`src/rtl/biu_constants_pkg.sv`:
```
// Shared BIU transfer types plus the arbiter's port ids, queue entry and burst beat-count helper.
package biu_constants_pkg;

    typedef enum logic [2:0] {
        BYTE  = 3'b000,
        HWORD = 3'b001,
        WORD  = 3'b010,
        DWORD = 3'b011,
        QWORD = 3'b100
    } biu_size_t;

    typedef enum logic [2:0] {
        SINGLE = 3'b000,
        INCR   = 3'b001,
        WRAP4  = 3'b010,
        INCR4  = 3'b011,
        WRAP8  = 3'b100,
        INCR8  = 3'b101,
        WRAP16 = 3'b110,
        INCR16 = 3'b111
    } biu_type_t;

    typedef logic [2:0] biu_prot_t;

    localparam logic BIU_ARB_PORT_IBIU = 1'b0;
    localparam logic BIU_ARB_PORT_DBIU = 1'b1;

    typedef struct packed {
        logic       owner;
        logic [4:0] beats_left;
    } biu_arb_qent_t;

    // Beats in a burst minus one; undefined-length INCR is tracked as a single beat.
    function automatic logic [3:0] type2cnt(input biu_type_t t);
        case (t)
            WRAP4, INCR4:   type2cnt = 4'd3;
            WRAP8, INCR8:   type2cnt = 4'd7;
            WRAP16, INCR16: type2cnt = 4'd15;
            default:        type2cnt = 4'd0;
        endcase
    endfunction

endpackage

```
`src/rtl/biu_arb_queue.sv`:
```
// In-order queue of {owner, beats_left}: push at tail, decrement/auto-pop or flush at head.
// Latency: head/tail/full/empty are registered state; pushes are dropped when full.
module biu_arb_queue
    import biu_constants_pkg::*;
#(
    parameter int DEPTH = 2
) (
    input  logic          HCLK,
    input  logic          HRESETn,
    input  logic          push_i,
    input  biu_arb_qent_t push_dat_i,
    input  logic          dec_i,
    input  logic          flush_i,
    output biu_arb_qent_t head_o,
    output biu_arb_qent_t tail_o,
    output logic          full_o,
    output logic          empty_o
);

    localparam int PW = $clog2(DEPTH);

    biu_arb_qent_t mem [DEPTH];
    logic [PW-1:0] rd_q, wr_q, tail_idx;
    logic [PW:0]   cnt_q;
    logic          do_push, do_pop, do_dec, last_beat;

    assign full_o    = (cnt_q == (PW+1)'(DEPTH));
    assign empty_o   = (cnt_q == '0);
    assign tail_idx  = wr_q - 1'b1;
    assign head_o    = mem[rd_q];
    assign tail_o    = mem[tail_idx];
    assign last_beat = (head_o.beats_left == 5'd1);

    // An error flush wins over a decrement arriving in the same cycle.
    assign do_push = push_i & ~full_o;
    assign do_pop  = ~empty_o & (flush_i | (dec_i & last_beat));
    assign do_dec  = ~empty_o & dec_i & ~flush_i & ~last_beat;

    always_ff @(posedge HCLK) begin
        if (do_push) mem[wr_q] <= push_dat_i;
        if (do_dec)  mem[rd_q].beats_left <= head_o.beats_left - 5'd1;
    end

    always_ff @(posedge HCLK or negedge HRESETn) begin
        if (!HRESETn) begin
            rd_q  <= '0;
            wr_q  <= '0;
            cnt_q <= '0;
        end else begin
            if (do_push) wr_q <= wr_q + 1'b1;
            if (do_pop)  rd_q <= rd_q + 1'b1;
            case ({do_push, do_pop})
                2'b10:   cnt_q <= cnt_q + 1'b1;
                2'b01:   cnt_q <= cnt_q - 1'b1;
                default: cnt_q <= cnt_q;
            endcase
        end
    end

endmodule

```
`src/rtl/biu_arbiter.sv`:
```
// Shares one BIU port between ibiu and dbiu; round-robin, or dbiu priority with BIU_ARB_DPRIO_EN.
// Latency: request path combinational; grant switch the cycle after evaluation. Stb held off when owner queue is full.
module biu_arbiter
    import biu_constants_pkg::*;
#(
    parameter int DATA_SIZE = 32,
    parameter int ADDR_SIZE = DATA_SIZE,
    parameter int QDEPTH    = 2
) (
    input  logic                 HCLK,
    input  logic                 HRESETn,

    input  logic                 ibiu_stb_i,
    output logic                 ibiu_stb_ack_o,
    output logic                 ibiu_d_ack_o,
    input  logic [ADDR_SIZE-1:0] ibiu_adri_i,
    output logic [ADDR_SIZE-1:0] ibiu_adro_o,
    input  biu_size_t            ibiu_size_i,
    input  biu_type_t            ibiu_type_i,
    input  biu_prot_t            ibiu_prot_i,
    input  logic                 ibiu_lock_i,
    input  logic                 ibiu_we_i,
    input  logic [DATA_SIZE-1:0] ibiu_d_i,
    output logic [DATA_SIZE-1:0] ibiu_q_o,
    output logic                 ibiu_ack_o,
    output logic                 ibiu_err_o,

    input  logic                 dbiu_stb_i,
    output logic                 dbiu_stb_ack_o,
    output logic                 dbiu_d_ack_o,
    input  logic [ADDR_SIZE-1:0] dbiu_adri_i,
    output logic [ADDR_SIZE-1:0] dbiu_adro_o,
    input  biu_size_t            dbiu_size_i,
    input  biu_type_t            dbiu_type_i,
    input  biu_prot_t            dbiu_prot_i,
    input  logic                 dbiu_lock_i,
    input  logic                 dbiu_we_i,
    input  logic [DATA_SIZE-1:0] dbiu_d_i,
    output logic [DATA_SIZE-1:0] dbiu_q_o,
    output logic                 dbiu_ack_o,
    output logic                 dbiu_err_o,

    output logic                 biu_stb_o,
    input  logic                 biu_stb_ack_i,
    input  logic                 biu_d_ack_i,
    output logic [ADDR_SIZE-1:0] biu_adri_o,
    input  logic [ADDR_SIZE-1:0] biu_adro_i,
    output biu_size_t            biu_size_o,
    output biu_type_t            biu_type_o,
    output biu_prot_t            biu_prot_o,
    output logic                 biu_lock_o,
    output logic                 biu_we_o,
    output logic [DATA_SIZE-1:0] biu_d_o,
    input  logic [DATA_SIZE-1:0] biu_q_i,
    input  logic                 biu_ack_i,
    input  logic                 biu_err_i
);

    logic          sel_q, sel_d, last_q, last_d;
    logic          sel_stb, sel_lock, eval;
    logic          q_full, q_empty, q_unused;
    biu_arb_qent_t q_head, q_tail, push_ent;

    assign sel_stb  = sel_q ? dbiu_stb_i  : ibiu_stb_i;
    assign sel_lock = sel_q ? dbiu_lock_i : ibiu_lock_i;

    assign biu_stb_o  = sel_stb & ~q_full;
    assign biu_adri_o = sel_q ? dbiu_adri_i : ibiu_adri_i;
    assign biu_size_o = sel_q ? dbiu_size_i : ibiu_size_i;
    assign biu_type_o = sel_q ? dbiu_type_i : ibiu_type_i;
    assign biu_prot_o = sel_q ? dbiu_prot_i : ibiu_prot_i;
    assign biu_lock_o = sel_lock;
    assign biu_we_o   = sel_q ? dbiu_we_i   : ibiu_we_i;
    assign biu_d_o    = sel_q ? dbiu_d_i    : ibiu_d_i;

    assign ibiu_stb_ack_o = biu_stb_ack_i & (sel_q == BIU_ARB_PORT_IBIU);
    assign dbiu_stb_ack_o = biu_stb_ack_i & (sel_q == BIU_ARB_PORT_DBIU);
    assign ibiu_d_ack_o   = biu_d_ack_i & ~q_empty & (q_tail.owner == BIU_ARB_PORT_IBIU);
    assign dbiu_d_ack_o   = biu_d_ack_i & ~q_empty & (q_tail.owner == BIU_ARB_PORT_DBIU);
    assign ibiu_ack_o     = biu_ack_i & ~q_empty & (q_head.owner == BIU_ARB_PORT_IBIU);
    assign dbiu_ack_o     = biu_ack_i & ~q_empty & (q_head.owner == BIU_ARB_PORT_DBIU);
    assign ibiu_err_o     = biu_err_i & ~q_empty & (q_head.owner == BIU_ARB_PORT_IBIU);
    assign dbiu_err_o     = biu_err_i & ~q_empty & (q_head.owner == BIU_ARB_PORT_DBIU);
    assign ibiu_q_o       = biu_q_i;
    assign dbiu_q_o       = biu_q_i;
    assign ibiu_adro_o    = biu_adro_i;
    assign dbiu_adro_o    = biu_adro_i;

    assign push_ent.owner      = sel_q;
    assign push_ent.beats_left = {1'b0, type2cnt(biu_type_o)} + 5'd1;
    assign q_unused            = ^{q_head.beats_left, q_tail.beats_left};

    // A strobe accepted this cycle counts as the most recent grant for the tie-break.
    assign eval = (~sel_stb | biu_stb_ack_i) & ~sel_lock;

    always_comb begin
        sel_d  = sel_q;
        last_d = biu_stb_ack_i ? sel_q : last_q;
        if (eval) begin
            if (ibiu_stb_i && dbiu_stb_i) begin
`ifdef BIU_ARB_DPRIO_EN
                sel_d = BIU_ARB_PORT_DBIU;
`else
                sel_d = ~last_d;
`endif
            end else if (dbiu_stb_i) begin
                sel_d = BIU_ARB_PORT_DBIU;
            end else if (ibiu_stb_i) begin
                sel_d = BIU_ARB_PORT_IBIU;
            end
        end
    end

    always_ff @(posedge HCLK or negedge HRESETn) begin
        if (!HRESETn) begin
            sel_q  <= BIU_ARB_PORT_DBIU;
            last_q <= BIU_ARB_PORT_DBIU;
        end else begin
            sel_q  <= sel_d;
            last_q <= last_d;
        end
    end

    biu_arb_queue #(.DEPTH(QDEPTH)) u_queue (
        .HCLK       (HCLK),
        .HRESETn    (HRESETn),
        .push_i     (biu_stb_ack_i),
        .push_dat_i (push_ent),
        .dec_i      (biu_ack_i),
        .flush_i    (biu_err_i),
        .head_o     (q_head),
        .tail_o     (q_tail),
        .full_o     (q_full),
        .empty_o    (q_empty)
    );

endmodule
```
`config.mk`:
```
export PLATFORM = sky130hd
export DESIGN_NAME = biu_arbiter
export DESIGN_NICKNAME = d
export VERILOG_FILES = /design/src/rtl/biu_constants_pkg.sv /design/src/rtl/biu_arb_queue.sv /design/src/rtl/biu_arbiter.sv
export SDC_FILE = /design/constraint.sdc
export NUM_CORES = 1
export LEC_CHECK = 0
export CORE_AREA = 2 2 168 170
export CTS_CLUSTER_DIAMETER = 60
export DETAILED_ROUTE_END_ITERATION = 10
export DIE_AREA = 0 0 170 172
export PLACE_DENSITY_LB_ADDON = 0.1
export SLEW_MARGIN = 5
export SYNTH_ARGS = -nofsm -noshare
export SYNTH_HDL_FRONTEND = slang
export SYNTH_SLANG_ARGS = --single-unit
```
`constraint.sdc`:
```
create_clock -name HCLK -period 2.15 [get_ports HCLK]
set_input_delay 0.5375 -clock HCLK [delete_from_list [all_inputs] [get_ports HCLK]]
set_output_delay 0.5375 -clock HCLK [all_outputs]
set_load 0.01 [all_outputs]
```
==> metrics.txt, run 1 <==
HPWL after DPL=12.1 mm; DRC errors left=0; Sum Neg Setup Slack=-6.87 ns; gpl congestion=around 0.7; initial antenna violation count=0; Post-layout nets=713; CTS tree=done; via/cell ratio=3.32; die area=29,200 µm²; Critical Path Max Stage Delay=0.66 ns; Async S/R FF share, synth=between 20% and 30%; crit path cell chain=buf_6 -> buf_12 -> buf_16 -> buf_12 -> mux2_4 -> buf_6; Tcrit/Tclk final=110%; met1 Use GR=10.7%; CP required=1.61 ns; element type at the critical path end=output pin; Netlist cell types=31; RSZ-0062 raised after global routing=true; gr ovfl total=0; M2 GR Usage=approximately 20%; Top Ports=~430; Crit Path Class=reg2out; maximum vdd drop=0.203 mV; largest net degree at the start of global routing=12; layout cells sized above 1=roughly half; 1st-pass router iterations=4; Iter 0 DRT Violations=56; Max Slew Vio Count=0; family with the most delay on the worst path=flip-flops; root cell of the clock tree=clkbuf_16; Post-Synthesis Cells=~320; Final Skew=0.00164 ns; Max Clk Rate=between 400 and 500 MHz; Post-synth EDFFs=12; mean post-synth cell area=9.33 µm²; H-tree Lvls=1; Crit path depth=6; sequential area share after synthesis=between 10% and 20%; P per Cell Area=between 600 and 700 nW/µm²; clock-pin slew on the worst setup and hold paths=about 0.050 ns; area delta synth->final=104%; Crit Path Max Fanout=5; CP startpoint kind=flop; minimum hold slack=0.522 ns; Finished Layout Cells=833; Initial Util=roughly a tenth; CP bufs+invs=5; Hold Vio Cnt, Final=0; sw power=1.34 mW; max cap viols=0; cell-internal power=~2.5 mW; vias in the first global route=between 3,000 and 4,000; Final setup viols=64; die width=~170 µm; failing checks=negative setup slack; switching share of total power=a little over a third; post-place setup slack=-0.245 ns; sequential power share=between 10% and 20%; DP Cell Count=roughly 790; Clock power frac=10.0%; syn nets=540; vias post-DR=2,764; CTS Buf Count=3; PortBufs=about 240; final WL=between 15 and 20 mm; Total Routing Usage GR=around a tenth; worst skew pair latency=~0.25 ns; Multi-input gate area=1710 µm²; Seq. cell area=about 500 µm²; layer with the highest usage=met2; Tightest Pin Transition=roughly 0.26 ns; row cnt=61; top_reg_cell synth=edfxtp_1; warnings from Yosys=0; Comb power frac=between 70 and 80%; r2r worst-path depth=9; clk sinks=17; post-synthesis register bit count=17; Routed wire per std cell=between 15 and 20 µm; CP Data Arrival Time=~1.8 ns; most common cell after layout, fill and taps aside=clkdlybuf4s50_1; die height=roughly 170 µm; Pleak=2.60 nW; Antenna Nets Post-Route=0; hold crit path type=in2async; Final min period=around 2.4 ns; highest-count cells in the layout ignoring fill and taps=clkdlybuf4s50_1 (157), buf_6 (81), mux2_4 (68); status=finished, violations left; core area=around 27,000 µm²; min setup slack post-route=-0.206 ns; Mapped Area=~3000 µm²; fillers=between 3,000 and 4,000; global routing met3 resource utilization=approximately 3.2%; hold_buf cts=0; ant diodes=0; slowest CP cell=dfstp_4; clock tree buffer depth=2; first-pass GRT wire length=21.6 mm; worst rel slew slack=82.4%
-- cells in the mapped netlist (2+ instances only) --
library cell,number,share of area [%]
xnor2_1,6,1.8
edfxtp_1,12,12
buf_6,3,1.1
o21ai_0,3,0.51
mux2_2,75,29
and3b_1,2,0.60
xor2_1,2,0.60
buf_1,5,0.64
nand2_1,8,1.0
nand3_1,4,0.68
a21oi_1,3,0.51
inv_1,7,0.89
buf_4,128,33
ha_1,3,1.3
nor2_1,14,1.8
dfrtp_1,4,3.4
nand2b_1,2,0.43
buf_2,4,0.68
mux2i_1,16,5.4
nor3_1,2,0.34
nor2b_1,2,0.43
-- stage by stage --
step / cell area, µm² / util [%] / total power [mW]
floorplan: 2940 / - / 1.92
global placement: 5000 / 18.2 / 2.86
detailed placement: 5000 / 18.2 / 2.82
CTS: 5790 / 21.1 / 3.72
global route: 6010 / 21.9 / 4.09
finish: 6010 / 21.9 / 3.83
-- final timing paths --
kind,start,endpoint,slack [ns]
worst max-delay path,sel_q,biu_adri_o[20],-0.21
worst min-delay path,HRESETn,u_queue.cnt_q[1],0.52
worst max register to register,sel_q,u_queue.mem[0][2],0.09
worst min register to register,u_queue.rd_q,u_queue.rd_q,0.59
max in group asynchronous,HRESETn,sel_q,1.36
min in group HCLK,u_queue.rd_q,u_queue.rd_q,0.59
-- repair_timing --
item,CTS,global route
hold endpoints to repair,0,0
endpoints found under the setup margin,90,90
gates cloned,6,0
setup buffers,32,8
gates resized for setup,431,90
pin swaps,1,3
-- power by group through the flow --
stage / logic (mW) / registers [mW] / clock network (mW)
after floorplan: 1.34 / 0.587 / 0
after global placement: 2.20 / 0.653 / 0
after detailed placement: 2.18 / 0.646 / 0
after CTS: 2.71 / 0.622 / 0.387
after global routing: 3.04 / 0.640 / 0.406
final: 2.82 / 0.624 / 0.383
-- state kept, by name, summed over array words and instances (netlist names) --
register / count
u_queue.rd_q: 1
u_queue.mem: 12
sel_q: 1
u_queue.wr_q: 1
u_queue.cnt_q: 2
-- layout make-up --
cell class              instances  area share (%)
clock buffers                   3            1.25
clock inverters                 1          0.0833
inverters                       7           0.437
multi-input cells             151            28.5
flip-flops and latches         17            8.18
well taps                     346            7.21
repair buffers                308            54.4
-- logic make-up (layout without fill, tap and decap cells) --
logic type,Yosys count,after routing,synth area share (%)
buffers and inverters,147,319,36.1
multiplexers,92,92,34.7
AND/OR/NAND/NOR,39,39,7.07
flip-flops,17,17,16.6
AO/OA/AOI/OAI,9,9,1.96
XOR/XNOR,8,8,2.38
adder cells (fa/ha/maj),3,3,1.28
-- layer usage --
layer  wire [µm]  up-vias
met5           0        -
met4         105        0
met3        1250       13
met2        8960      202
met1        5490     1269
li1            -     1280
-- worst register-to-register path, cell delays in order, from the launching register on --
cell and delay [ns]:
dfstp_4 0.66, buf_12 0.12, buf_12 0.14, buf_6 0.11, mux2i_4 0.22, inv_2 0.07
buf_6 0.13, nand2_4 0.07, nor3_2 0.05, mux2_4 0.26
No activity file was read; power rests on OpenSTA's default activity.
==> run 2, diff against run 1 <==
--- a/config.mk
+++ b/config.mk
@@ -5,12 +5,14 @@
 export SDC_FILE = /design/constraint.sdc
 export NUM_CORES = 1
 export LEC_CHECK = 0
-export CORE_AREA = 2 2 168 170
+export CORE_AREA = 2 2 170 172
 export CTS_CLUSTER_DIAMETER = 60
 export DETAILED_ROUTE_END_ITERATION = 10
-export DIE_AREA = 0 0 170 172
+export DIE_AREA = 0 0 172 174
 export PLACE_DENSITY_LB_ADDON = 0.1
+export RECOVER_POWER = 100
 export SLEW_MARGIN = 5
 export SYNTH_ARGS = -nofsm -noshare
 export SYNTH_HDL_FRONTEND = slang
+export SYNTH_HIERARCHICAL = 1
 export SYNTH_SLANG_ARGS = --single-unit
==> run 2 against run 1 <==
The run still ends with negative setup slack left. Sequential power grew 10%. Combinational power grew 38%. Critical path depth shrank 1. Clock power is essentially flat. Worst hold slack gained 0.028 ns. Routed wire length shrank 2.0%. Area after synthesis grew 4.0%. First-iteration DRC count shrank 41%. Critical endpoint is now biu_d_o[18]. Largest cell class unchanged. Largest power group unchanged. Highest routed layer is now met5.
==> metrics.txt, run 2 <==
die width=172 µm (+1.2%); Post-Synthesis Cells=330 (+4.8%); Top Ports=434 (unchanged); Crit Path Max Fanout=8 (+3); hold path depth=1; post-place setup slack=-0.220 ns (+0.0245 ns); CP Data Arrival Time=1.75 ns (-0.07 ns); Critical Path Max Stage Delay=0.64 ns (-0.02 ns); Total Routing Usage GR=9.84% (-0.35 points); Biggest register=u_queue/mem; ant diodes=0 (unchanged); RR Startpoint=u_queue/rd_q; P per Cell Area=790 nW/µm² (+24%); Final setup viols=69 (+7.8%); Post-layout nets=733 (+2.8%); CP required=1.61 ns (about the same); highest-count cells in the layout ignoring fill and taps=clkdlybuf4s50_1 (155), buf_6 (89), mux2_4 (70); via/cell ratio=3.26 (-1.7%); DRC errors left=0 (unchanged); H-tree Lvls=1 (unchanged); most common cell after layout, fill and taps aside=clkdlybuf4s50_1; clock-pin slew on the worst setup and hold paths=0.05 ns (about the same); worst skew pair latency=0.25 ns (about the same); clk sinks=17 (unchanged); most frequent CP cell=buf_12; PortBufs=241 (unchanged); area delta synth->final=105%; Max Clk Rate=437 MHz (+3.0%); R2R Setup Slk=0 ns (-0.09 ns); die area=29,900 µm² (+2.4%); Hold Vio Cnt, Final=0 (unchanged); failing checks=negative setup slack; die height=174 µm (+1.2%); clock tree buffer depth=2 (unchanged); fillers=3,107 (+2.0%); CP bufs+invs=4 (-1); Tcrit/Tclk final=106% (-3.2 points); Final min period=2.29 ns (-0.0695 ns); warnings from Yosys=6 (+6); min setup slack post-route=-0.136 ns (+0.0695 ns); row cnt=62 (+1.6%); Min-Delay Endpoint=u_queue/cnt_q[1]; slowest CP cell=dfstp_4; status=finished, violations left; layout cells sized above 1=51.7% (+1.4 points); gpl congestion=0.713 (+0.39%); maximum vdd drop=0.279 mV (+38%); max cap viols=0 (unchanged); family with the most delay on the worst path=flip-flops; root cell of the clock tree=clkbuf_16; hold crit path type=reg2reg; Design Area, Final=6270 µm² (+4.3%); Seq. cell area=492 µm² (unchanged); RSZ-0062 raised after global routing=true; CTS Buf Count=3 (unchanged); final WL=15.5 mm (-2.0%); Multi-input gate area=1870 µm² (+9.1%); number of flip-flops in the largest register=12 (unchanged); r2r worst-path depth=6 (-3); Iter 0 DRT Violations=33 (-41%); vias in the first global route=3,219 (+3.3%); largest net degree at the start of global routing=14 (+2); core area=28,200 µm² (+2.8%); initial antenna violation count=1 (+1); Pleak=2.69 nW (+3.4%); Routed wire per std cell=17.4 µm (-8.3%); Max Slew Vio Count=0 (unchanged); mean post-synth cell area=9.26 µm² (-0.73%); HP Start=u_queue/cnt_q[1]; biggest regs=u_queue/mem: 12 flops, u_queue/cnt_q: 2 flops; Final Skew=0.00316 ns (+0.00153 ns); Area after DPL=5230 µm² (+4.6%); Mapped Area=3060 µm² (+4.0%); CTS tree=done; Initial Util=10.8% (+0.13 points); Crit Path Class=reg2out; first-pass GRT wire length=21.7 mm (+0.45%); CP startpoint kind=flop; Antenna Nets Post-Route=0 (unchanged); vias post-DR=2,905 (+5.1%); HPWL after DPL=12.4 mm (+2.2%); reg2reg end=u_queue/mem[0][3]; element type at the critical path end=output pin; Core Util, Final=22.2% (+0.33 points); Sum Neg Setup Slack=-5.92 ns (+0.953 ns); crit path cell chain=buf_12 -> buf_12 -> buf_16 -> mux2_4 -> buf_6; gr ovfl total=0 (unchanged); 1st-pass router iterations=4 (unchanged)
## run 2: changes by cell type in the layout (fill, tap and decap cells not counted), moves of 4 or more
cell / previous run / this run
buf_6: 81 / 89
inv_1: 5 / 9
buf_2: 6 / 2
o21ai_2: 0 / 9
nor2_1: 13 / 5
buf_4: 35 / 39
dlygate4sd2_1: 4 / 8
mux2i_1: 12 / 2
## run 2: report_power, final
part | switching, mW | internal (mW)
combinational | 1.50 | 2.38
sequential | 0.157 | 0.532
clock | 0.132 | 0.252
## run 2: worst max path at each step
stage               slack [ns]  cells past startpoint            from                 to
floorplan              -0.0009                      9    u_queue/rd_q  u_queue/mem[0][2]
global placement         -0.19                      3    ibiu_d_i[20]        biu_d_o[20]
detailed placement       -0.22                      4  ibiu_type_i[1]      biu_type_o[1]
CTS                      -0.18                      6           sel_q      biu_adri_o[9]
global route             -0.18                      5           sel_q         biu_d_o[1]
finish                   -0.14                      5           sel_q        biu_d_o[18]
## run 2: repair_timing
item | in CTS | in global routing
resized for setup | 468 | 60
endpoints found under the setup margin | 100 | 92
hold buffers | 0 | 0
buffers inserted | 24 | 9
gates cloned | 5 | 0
pin swaps | 0 | 4
## run 2: cell type report
cell class	count	share of cell area (%)
multi-input combinational	163	29.8
clock buffer	4	1.26
tap	384	7.66
timing repair buffer	314	52.9
inverter	9	0.539
sequential	17	7.84
## run 2: worst register-to-register path: stages, from the launching register on
cell and delay, ns:
dfrtp_2 0.46, mux2i_2 0.25, inv_1 0.10, ha_4 0.17, nor4b_4 0.13, or4b_4 0.58
o21ai_4 0.15
## run 2: stage by stage
step	power, mW	std cells	hold slack (ns)
2_1_floorplan	2.27	331	0.242
3_3_place_gp	3.56	851	0.529
3_5_place_dp	3.53	851	0.525
4_1_cts	4.70	884	0.539
5_1_grt	5.27	891	0.582
6_report	4.95	891	0.550
## run 2: layer usage
| metal | global-route usage [%] | part of all wire, % | vias up |
|---|---|---|---|
| met5 | 0 | 0.045 | - |
| met3 | 4.17 | 9.9 | 37 |
| met2 | 17.9 | 53 | 185 |
| li1 | - | - | 1357 |
| met4 | 2.59 | 2.3 | 2 |
| met1 | 10.3 | 35 | 1324 |
